===== src/rtl/lut_cfg_req_if.sv =====
// ----------------------------------------------------------------------------
// lut_cfg_req_if
// Request bundle between two INIT-word requesters and the LUT config
// sequencer.
//   req0_valid / req1_valid : requester has an INIT word pending
//   req0_init  / req1_init  : INIT word, INIT_W bits
//   req0_ready / req1_ready : sequencer accepts the word this cycle
// The master modport is the requester side. The slave modport is the
// sequencer side.
// ----------------------------------------------------------------------------
interface lut_cfg_req_if #(
    parameter int INIT_W = 16
) ();
    logic              req0_valid;
    logic [INIT_W-1:0] req0_init;
    logic              req0_ready;
    logic              req1_valid;
    logic [INIT_W-1:0] req1_init;
    logic              req1_ready;

    modport master (
        output req0_valid, req0_init, req1_valid, req1_init,
        input  req0_ready, req1_ready
    );

    modport slave (
        input  req0_valid, req0_init, req1_valid, req1_init,
        output req0_ready, req1_ready
    );
endinterface


===== src/rtl/lut_cfg_sequencer.sv =====
// ----------------------------------------------------------------------------
// lut_cfg_sequencer
// Arbitrates between two requesters and shifts the selected INIT word onto a
// shared serial LUT configuration chain, MSB first. The arbiter is round robin
// and gives requester 0 priority after reset.
// Ports:
//   clk        : single clock, rising edge
//   rst        : asynchronous reset, active low
//   req        : request bundle (valid/init/ready for requesters 0 and 1)
//   cfg_en     : serial configuration strobe, high for INIT_W cycles
//   cfg_sdata  : serial INIT bit
//   cfg_last   : marks the final INIT bit
//   lut_enable : LUT evaluation enable. It is high in IDLE after at least one
//                completed configuration.
//   busy       : a configuration is in progress (SHIFT or DONE)
//   done       : one-cycle completion pulse
//   done_id    : requester index of the completed configuration
// ----------------------------------------------------------------------------
module lut_cfg_sequencer #(
    parameter int INIT_W = 16
) (
    input  logic               clk,
    input  logic               rst,
    lut_cfg_req_if.slave       req,
    output logic               cfg_en,
    output logic               cfg_sdata,
    output logic               cfg_last,
    output logic               lut_enable,
    output logic               busy,
    output logic               done,
    output logic               done_id
);
    localparam int CNT_W = (INIT_W > 2) ? $clog2(INIT_W) : 1;
    localparam logic [CNT_W-1:0] CNT_LOAD = CNT_W'(INIT_W - 1);
    localparam logic [CNT_W-1:0] CNT_ONE  = CNT_W'(1);
    localparam logic [CNT_W-1:0] CNT_ZERO = CNT_W'(0);

    typedef enum logic [1:0] {
        IDLE  = 2'd0,
        SHIFT = 2'd1,
        DONE  = 2'd2
    } state_t;

    state_t            state_r;
    state_t            state_nx_s;
    logic [INIT_W-1:0] shift_r;
    logic [INIT_W-1:0] shift_nx_s;
    logic [CNT_W-1:0]  cnt_r;
    logic [CNT_W-1:0]  cnt_nx_s;
    logic              id_r;
    logic              id_nx_s;
    logic              prio_r;          // 1: requester 1 wins a tie
    logic              prio_nx_s;
    logic              configured_r;
    logic              configured_nx_s;
    logic              grant0_s;
    logic              grant1_s;

    logic              cfg_en_r;
    logic              cfg_sdata_r;
    logic              cfg_last_r;
    logic              lut_enable_r;
    logic              busy_r;
    logic              done_r;
    logic              done_id_r;
    logic              cfg_en_nx_s;
    logic              cfg_sdata_nx_s;
    logic              cfg_last_nx_s;
    logic              lut_enable_nx_s;
    logic              busy_nx_s;
    logic              done_nx_s;
    logic              done_id_nx_s;

    // Round-robin grant. It is only offered in IDLE and is combinational
    // from valid.
    always_comb begin
        grant0_s = 1'b0;
        grant1_s = 1'b0;
        if (state_r == IDLE) begin
            if (req.req0_valid && req.req1_valid) begin
                if (prio_r) begin
                    grant1_s = 1'b1;
                end else begin
                    grant0_s = 1'b1;
                end
            end else begin
                grant0_s = req.req0_valid;
                grant1_s = req.req1_valid;
            end
        end else begin
            grant0_s = 1'b0;
            grant1_s = 1'b0;
        end
    end

    assign req.req0_ready = grant0_s;
    assign req.req1_ready = grant1_s;

    // Next-state, datapath and pointer update for the IDLE/SHIFT/DONE sequence.
    always_comb begin
        state_nx_s      = state_r;
        shift_nx_s      = shift_r;
        cnt_nx_s        = cnt_r;
        id_nx_s         = id_r;
        prio_nx_s       = prio_r;
        configured_nx_s = configured_r;
        case (state_r)
            IDLE: begin
                if (grant0_s || grant1_s) begin
                    state_nx_s = SHIFT;
                    shift_nx_s = grant1_s ? req.req1_init : req.req0_init;
                    cnt_nx_s   = CNT_LOAD;
                    id_nx_s    = grant1_s;
                    // The other requester wins the next tie.
                    prio_nx_s  = grant0_s;
                end else begin
                    state_nx_s = IDLE;
                end
            end
            SHIFT: begin
                shift_nx_s = {shift_r[INIT_W-2:0], 1'b0};
                if (cnt_r == CNT_ZERO) begin
                    state_nx_s = DONE;
                    cnt_nx_s   = CNT_ZERO;
                end else begin
                    cnt_nx_s   = cnt_r - CNT_ONE;
                end
            end
            DONE: begin
                state_nx_s      = IDLE;
                shift_nx_s      = '0;
                configured_nx_s = 1'b1;
            end
            default: begin
                state_nx_s = IDLE;
                shift_nx_s = '0;
                cnt_nx_s   = CNT_ZERO;
            end
        endcase
    end

    // Output values for the next cycle. They are decoded from the next state
    // so the output flops line up exactly with the state they describe.
    always_comb begin
        cfg_en_nx_s     = (state_nx_s == SHIFT);
        cfg_sdata_nx_s  = cfg_en_nx_s & shift_nx_s[INIT_W-1];
        cfg_last_nx_s   = cfg_en_nx_s & (cnt_nx_s == CNT_ZERO);
        done_nx_s       = (state_nx_s == DONE);
        done_id_nx_s    = done_nx_s & id_nx_s;
        busy_nx_s       = (state_nx_s != IDLE);
        lut_enable_nx_s = (state_nx_s == IDLE) & configured_nx_s;
    end

    // State, datapath and registered outputs. A reset aborts any transfer
    // immediately.
    always_ff @(posedge clk or negedge rst) begin
        if (!rst) begin
            state_r      <= IDLE;
            shift_r      <= '0;
            cnt_r        <= CNT_ZERO;
            id_r         <= 1'b0;
            prio_r       <= 1'b0;
            configured_r <= 1'b0;
            cfg_en_r     <= 1'b0;
            cfg_sdata_r  <= 1'b0;
            cfg_last_r   <= 1'b0;
            lut_enable_r <= 1'b0;
            busy_r       <= 1'b0;
            done_r       <= 1'b0;
            done_id_r    <= 1'b0;
        end else begin
            state_r      <= state_nx_s;
            shift_r      <= shift_nx_s;
            cnt_r        <= cnt_nx_s;
            id_r         <= id_nx_s;
            prio_r       <= prio_nx_s;
            configured_r <= configured_nx_s;
            cfg_en_r     <= cfg_en_nx_s;
            cfg_sdata_r  <= cfg_sdata_nx_s;
            cfg_last_r   <= cfg_last_nx_s;
            lut_enable_r <= lut_enable_nx_s;
            busy_r       <= busy_nx_s;
            done_r       <= done_nx_s;
            done_id_r    <= done_id_nx_s;
        end
    end

    assign cfg_en     = cfg_en_r;
    assign cfg_sdata  = cfg_sdata_r;
    assign cfg_last   = cfg_last_r;
    assign lut_enable = lut_enable_r;
    assign busy       = busy_r;
    assign done       = done_r;
    assign done_id    = done_id_r;

endmodule

===== src/flat_wrapper.sv =====
// flat-port wrapper written by rule: the top's interface ports become plain ports
module lut_cfg_sequencer_flat 
#(
    parameter int INIT_W = 16
)
  (clk, rst, cfg_en, cfg_sdata, cfg_last, lut_enable, busy, done, done_id, req_req0_valid, req_req0_init, req_req1_valid, req_req1_init, req_req0_ready, req_req1_ready);
  lut_cfg_req_if #(.INIT_W(INIT_W)) req_i ();
  input  logic clk;
  input  logic rst;
  output logic cfg_en;
  output logic cfg_sdata;
  output logic cfg_last;
  output logic lut_enable;
  output logic busy;
  output logic done;
  output logic done_id;
  input wire logic [$bits(req_i.req0_valid)-1:0] req_req0_valid;
  input wire logic [$bits(req_i.req0_init)-1:0] req_req0_init;
  input wire logic [$bits(req_i.req1_valid)-1:0] req_req1_valid;
  input wire logic [$bits(req_i.req1_init)-1:0] req_req1_init;
  output wire logic [$bits(req_i.req0_ready)-1:0] req_req0_ready;
  output wire logic [$bits(req_i.req1_ready)-1:0] req_req1_ready;
  assign req_i.req0_valid = req_req0_valid;
  assign req_i.req0_init = req_req0_init;
  assign req_i.req1_valid = req_req1_valid;
  assign req_i.req1_init = req_req1_init;
  assign req_req0_ready = req_i.req0_ready;
  assign req_req1_ready = req_i.req1_ready;
  lut_cfg_sequencer #(.INIT_W(INIT_W)) u_core (.clk(clk), .rst(rst), .req(req_i), .cfg_en(cfg_en), .cfg_sdata(cfg_sdata), .cfg_last(cfg_last), .lut_enable(lut_enable), .busy(busy), .done(done), .done_id(done_id));
endmodule

===== config.mk =====
export PLATFORM = sky130hd
export DESIGN_NAME = lut_cfg_sequencer_flat
export DESIGN_NICKNAME = d
export VERILOG_FILES = /design/src/rtl/lut_cfg_req_if.sv /design/src/rtl/lut_cfg_sequencer.sv /design/src/flat_wrapper.sv
export SDC_FILE = /design/constraint.sdc
export NUM_CORES = 1
export LEC_CHECK = 0
export CAP_MARGIN = 10
export CORE_UTILIZATION = 25
export CTS_BUF_LIST = sky130_fd_sc_hd__clkbuf_8 sky130_fd_sc_hd__clkbuf_16
export DETAILED_ROUTE_END_ITERATION = 8
export PLACE_DENSITY = 0.49
export SETUP_SLACK_MARGIN = 0.2
export SLEW_MARGIN = 30
export SYNTH_ARGS = -nofsm -noshare
export SYNTH_HDL_FRONTEND = slang
export SYNTH_SLANG_ARGS = --single-unit
export TNS_END_PERCENT = 10

===== constraint.sdc =====
create_clock -name clk -period 1.41 [get_ports clk]
set_input_delay 0.3525 -clock clk [delete_from_list [all_inputs] [get_ports clk]]
set_output_delay 0.3525 -clock clk [all_outputs]
set_load 0.01 [all_outputs]

==> out/summary.txt <==
=====================================================================================
Outcome ................................................................ complete, but fails checks
Failing checks ......................................................... negative setup slack
Cell leakage power .....................................................  0.001168 uW
Kind of path behind the tightest hold check ............................     in2async
Max-capacitance violation count ........................................            0
Library cell occupying the most area in the post-synthesis netlist ..... sky130_fd_sc_hd__dfrtp_1
Grt total ovfl .........................................................            0
Least-Margin Pin Slew ..................................................    0.2729 ns
Routed Wire Length .....................................................      3745 um
Share of the core filled with cells in the final layout ................       42.75%
Internal power .........................................................      3056 uW
Share of post-route cells with drive strength above 1 ..................       41.04%
Endpoint arrival time on the critical path .............................      1.74 ns
Share of synthesized flip-flops with an asynchronous set or reset ......       100.0%
Sum Neg Setup Slack ....................................................   -0.5182 ns
Vias per std cell ......................................................        4.516
Dpl cell area ..........................................................    2251 um^2
WL met3 ................................................................       138 um
Ratio of total power to cell area ...................................... 1880 nW/um^2
Clock buffers created by TritonCTS .....................................            5
DIE WIDTH ..............................................................     80.56 um
Master cell of the clock root buffer ................................... sky130_fd_sc_hd__clkbuf_8
Highest metal used .....................................................         met4
Pre-Repair DR Iteration Count ..........................................            4
Post-route insts no fill ...............................................          287
CTS Buffer Depth .......................................................            2
Violation count after the first detailed-routing iteration .............           12
Syn Std Cell Area ......................................................    1543 um^2
Required time at the worst-slack endpoint ..............................      1.60 ns
Detail Route met2 WL ...................................................      2079 um
Number of enable flip-flop cells after synthesis .......................            0
M1 WL ..................................................................      1486 um
Maximum clock frequency ................................................    643.8 MHz
Total Die Area .........................................................    6489 um^2
Vias post-DR ...........................................................         1296
Unrepaired setup endpoints after global routing ........................          yes
Wire length of the first global-routing pass ...........................      6285 um
PnR worst setup slack ..................................................   -0.1433 ns
Top cells by area in the synthesized netlist ........................... sky130_fd_sc_hd__dfrtp_1 (52%), sky130_fd_sc_hd__mux2i_1 (9.7%), sky130_fd_sc_hd__a22oi_1 (7.3%), sky130_fd_sc_hd__o21ai_1 (2.9%), sky130_fd_sc_hd__nand2_1 (2.7%)
Critical path peak fanout ..............................................            3
Drt drc ................................................................            0
Gate power share .......................................................        53.1%
Boundary Pins ..........................................................           45
Power spent charging and discharging nets ..............................      1703 uW
Standard cell core area ................................................    5921 um^2
Net Sw Frac ............................................................       35.78%
Routability-driven placement congestion ratio ..........................       0.7209
Fin nets ...............................................................          249
Clock-pin slew of the registers on the worst-case setup and hold paths .      0.07 ns
Avg Synthesized Cell Area ..............................................   11.26 um^2
Period utilisation layout ..............................................       110.2%
Shortest clock period the worst path allows after layout ...............     1.553 ns
Area growth syn-to-layout ..............................................       64.07%
Yosys warning total ....................................................            0
Placed Cells ...........................................................          272
Final Hold Fails .......................................................            0
Largest net degree at the start of global routing ......................           33
Highest ir drop seen on vdd ............................................  0.0009833 V
Total count of max-transition violations in the final report ...........            0
Via count of the first global-routing pass .............................         1369
Antenna cell count .....................................................            0
Clock net sink count ...................................................           32
Most instantiated flip-flop cell in the synthesis netlist .............. sky130_fd_sc_hd__dfrtp_1
Register bit total from synthesis ......................................           32
Power after layout .....................................................      4758 uW
Y dimension of the die .................................................     80.56 um
Initial Util ...........................................................       26.06%
# rows .................................................................           28
Buffers added on ports .................................................           44
Total setup violations reported at the end of the flow .................            9
CTS tree ...............................................................          yes
HPWL after DPL .........................................................      2653 um
Portion of total power attributed to sequential cells ..................        31.9%
Tot GR Track Use .......................................................       13.12%
Post-cts hold buffer count .............................................            0
Part of the total power dissipated in the clock network ................        15.0%
Number of antenna violations at the first check in global routing ......            0
Cell variety after synth ...............................................           37
Insertion delay to the later sink of the worst-skew pair ...............      0.28 ns
Post-route clock skew ..................................................  0.005030 ns
Final ANT Viol Nets ....................................................            0
Level count of the clock H-tree ........................................            2
Portion of the post-synthesis area used by sequential elements .........       51.91%
Headroom to the max-slew limit .........................................       81.81%
Worst Setup Start Kind .................................................     register
Reg2Reg Depth ..........................................................            7
Final routed wire length divided by cell count .........................     13.05 um
Kind of end point of the critical path .................................     register
Post-route cell area ...................................................    2531 um^2
Critical path start-end classification .................................      reg2reg
Fraction of synthesized cell area taken by the top area cell type ......       51.91%
Net Count, Synth .......................................................          175
Synthesized instance count .............................................          137
=====================================================================================
==> cell families after synthesis <==
logic type | count (synthesis) | synth area share [%]
compound gates | 43 | 19.06
simple gates | 30 | 11.76
xor+xnor | 1 | 0.5678
mux | 15 | 9.732
buf+inv | 14 | 5.353
flops | 32 | 51.91
fa+ha+maj | 2 | 1.622
==> worst paths after layout <==
kind / from / end / slack [ns]
worst max-delay path: u_core.cnt_r[0] / u_core.cfg_last / -0.14
worst min-delay path: rst / u_core.cnt_r[0] / 0.44
worst max register to register: u_core.cnt_r[0] / u_core.cfg_last / -0.14
worst min register to register: u_core.configured_r / u_core.configured_r / 0.45
max in group asynchronous: rst / u_core.prio_r / 0.79
min in group clk: u_core.configured_r / u_core.configured_r / 0.45
==> routing by layer <==
| metal | GRT usage (%) | vias to the layer above |
|---|---|---|
| li1 | - | 642 |
| met1 | 14.95 | 627 |
| met2 | 23.05 | 25 |
| met3 | 4.091 | 2 |
| met4 | 4.286 | 0 |
| met5 | 0 | - |
==> final cells by class <==
| class | instances | area [um^2] |
|---|---|---|
| well taps | 75 | 93.84 |
| multi-input cells | 91 | 792.0 |
| fillers | 565 | 3390 |
| inverters | 5 | 22.52 |
| clock inverters | 2 | 10.01 |
| repair buffers | 76 | 729.5 |
| clock buffers | 6 | 82.58 |
| flip-flops and latches | 32 | 800.8 |
==> Yosys cell counts (2+ instances only) <==
cell / number
sky130_fd_sc_hd__a21oi_1: 3
sky130_fd_sc_hd__a22oi_1: 15
sky130_fd_sc_hd__and3_1: 2
sky130_fd_sc_hd__buf_2: 6
sky130_fd_sc_hd__buf_6: 3
sky130_fd_sc_hd__dfrtp_1: 32
sky130_fd_sc_hd__ha_1: 2
sky130_fd_sc_hd__inv_1: 5
sky130_fd_sc_hd__mux2i_1: 15
sky130_fd_sc_hd__nand2_1: 11
sky130_fd_sc_hd__nand2b_1: 2
sky130_fd_sc_hd__nand3_1: 2
sky130_fd_sc_hd__nor2_1: 2
sky130_fd_sc_hd__o21ai_0: 6
sky130_fd_sc_hd__o21ai_1: 9
==> flip-flops by register name, summed over array words and instances (netlist names) <==
name	flops
u_core.busy	1
u_core.cfg_en	1
u_core.cfg_last	1
u_core.cfg_sdata	1
u_core.cnt_r	4
u_core.configured_r	1
u_core.done	1
u_core.done_id	1
u_core.id_r	1
u_core.lut_enable	1
u_core.prio_r	1
u_core.shift_r	16
u_core.state_r	2
==> repair_timing <==
| item | 4_1_cts | 5_1_grt |
|---|---|---|
| buffers inserted | 6 | 1 |
| pin swaps | 16 | 10 |
| setup endpoints to repair | 40 | 30 |
| gates resized for setup | 79 | 9 |
==> layout by cell type (no fill, tap or decap), types with 2 or more instances in the layout <==
master                             n
sky130_fd_sc_hd__dlygate4sd2_1     2
sky130_fd_sc_hd__buf_12            4
sky130_fd_sc_hd__buf_4            21
sky130_fd_sc_hd__nor2_4            2
sky130_fd_sc_hd__clkdlybuf4s50_1  33
sky130_fd_sc_hd__a22oi_1           2
sky130_fd_sc_hd__mux2i_1          15
sky130_fd_sc_hd__and3_1            2
sky130_fd_sc_hd__buf_2             7
sky130_fd_sc_hd__nand2_4           3
sky130_fd_sc_hd__buf_8             2
sky130_fd_sc_hd__nand2b_1          2
sky130_fd_sc_hd__a22oi_2          13
sky130_fd_sc_hd__nand3_2           2
sky130_fd_sc_hd__clkbuf_8          6
sky130_fd_sc_hd__o21ai_1          15
sky130_fd_sc_hd__a21oi_1           3
sky130_fd_sc_hd__buf_6             7
sky130_fd_sc_hd__nand2_1           8
sky130_fd_sc_hd__dfrtp_1          32
sky130_fd_sc_hd__ha_1              2
sky130_fd_sc_hd__inv_2             3
sky130_fd_sc_hd__nand2_2           2
sky130_fd_sc_hd__clkinv_2          2
==> critical path: stages (launching register included) <==
cell and delay [ns]:
sky130_fd_sc_hd__dfrtp_1 0.39, sky130_fd_sc_hd__inv_2 0.06, sky130_fd_sc_hd__ha_1 0.14, sky130_fd_sc_hd__or3b_4 0.41, sky130_fd_sc_hd__buf_6 0.15, sky130_fd_sc_hd__a21oi_4 0.11, sky130_fd_sc_hd__a21oi_2 0.06, sky130_fd_sc_hd__nor4_2 0.14
==> power groups by stage <==
stage | Combinational [uW] | Sequential (uW) | Clock (uW)
6_report | 2530 | 1520 | 714
5_1_grt | 2760 | 1560 | 786
4_1_cts | 2420 | 1510 | 743
3_5_place_dp | 2070 | 1470 | 0
3_3_place_gp | 2050 | 1470 | 0
2_1_floorplan | 1120 | 1480 | 0
==> per-stage QoR <==
stage | hold WS (ns) | setup WS, ns
finish | 0.4369 | -0.1433
floorplan | 0.05691 | -0.1438
global route | 0.4639 | -0.2282
global placement | 0.4390 | -0.6217
CTS | 0.4429 | -0.1365
detailed placement | 0.4397 | -0.6304
No activity file was read; power rests on OpenSTA's default activity.
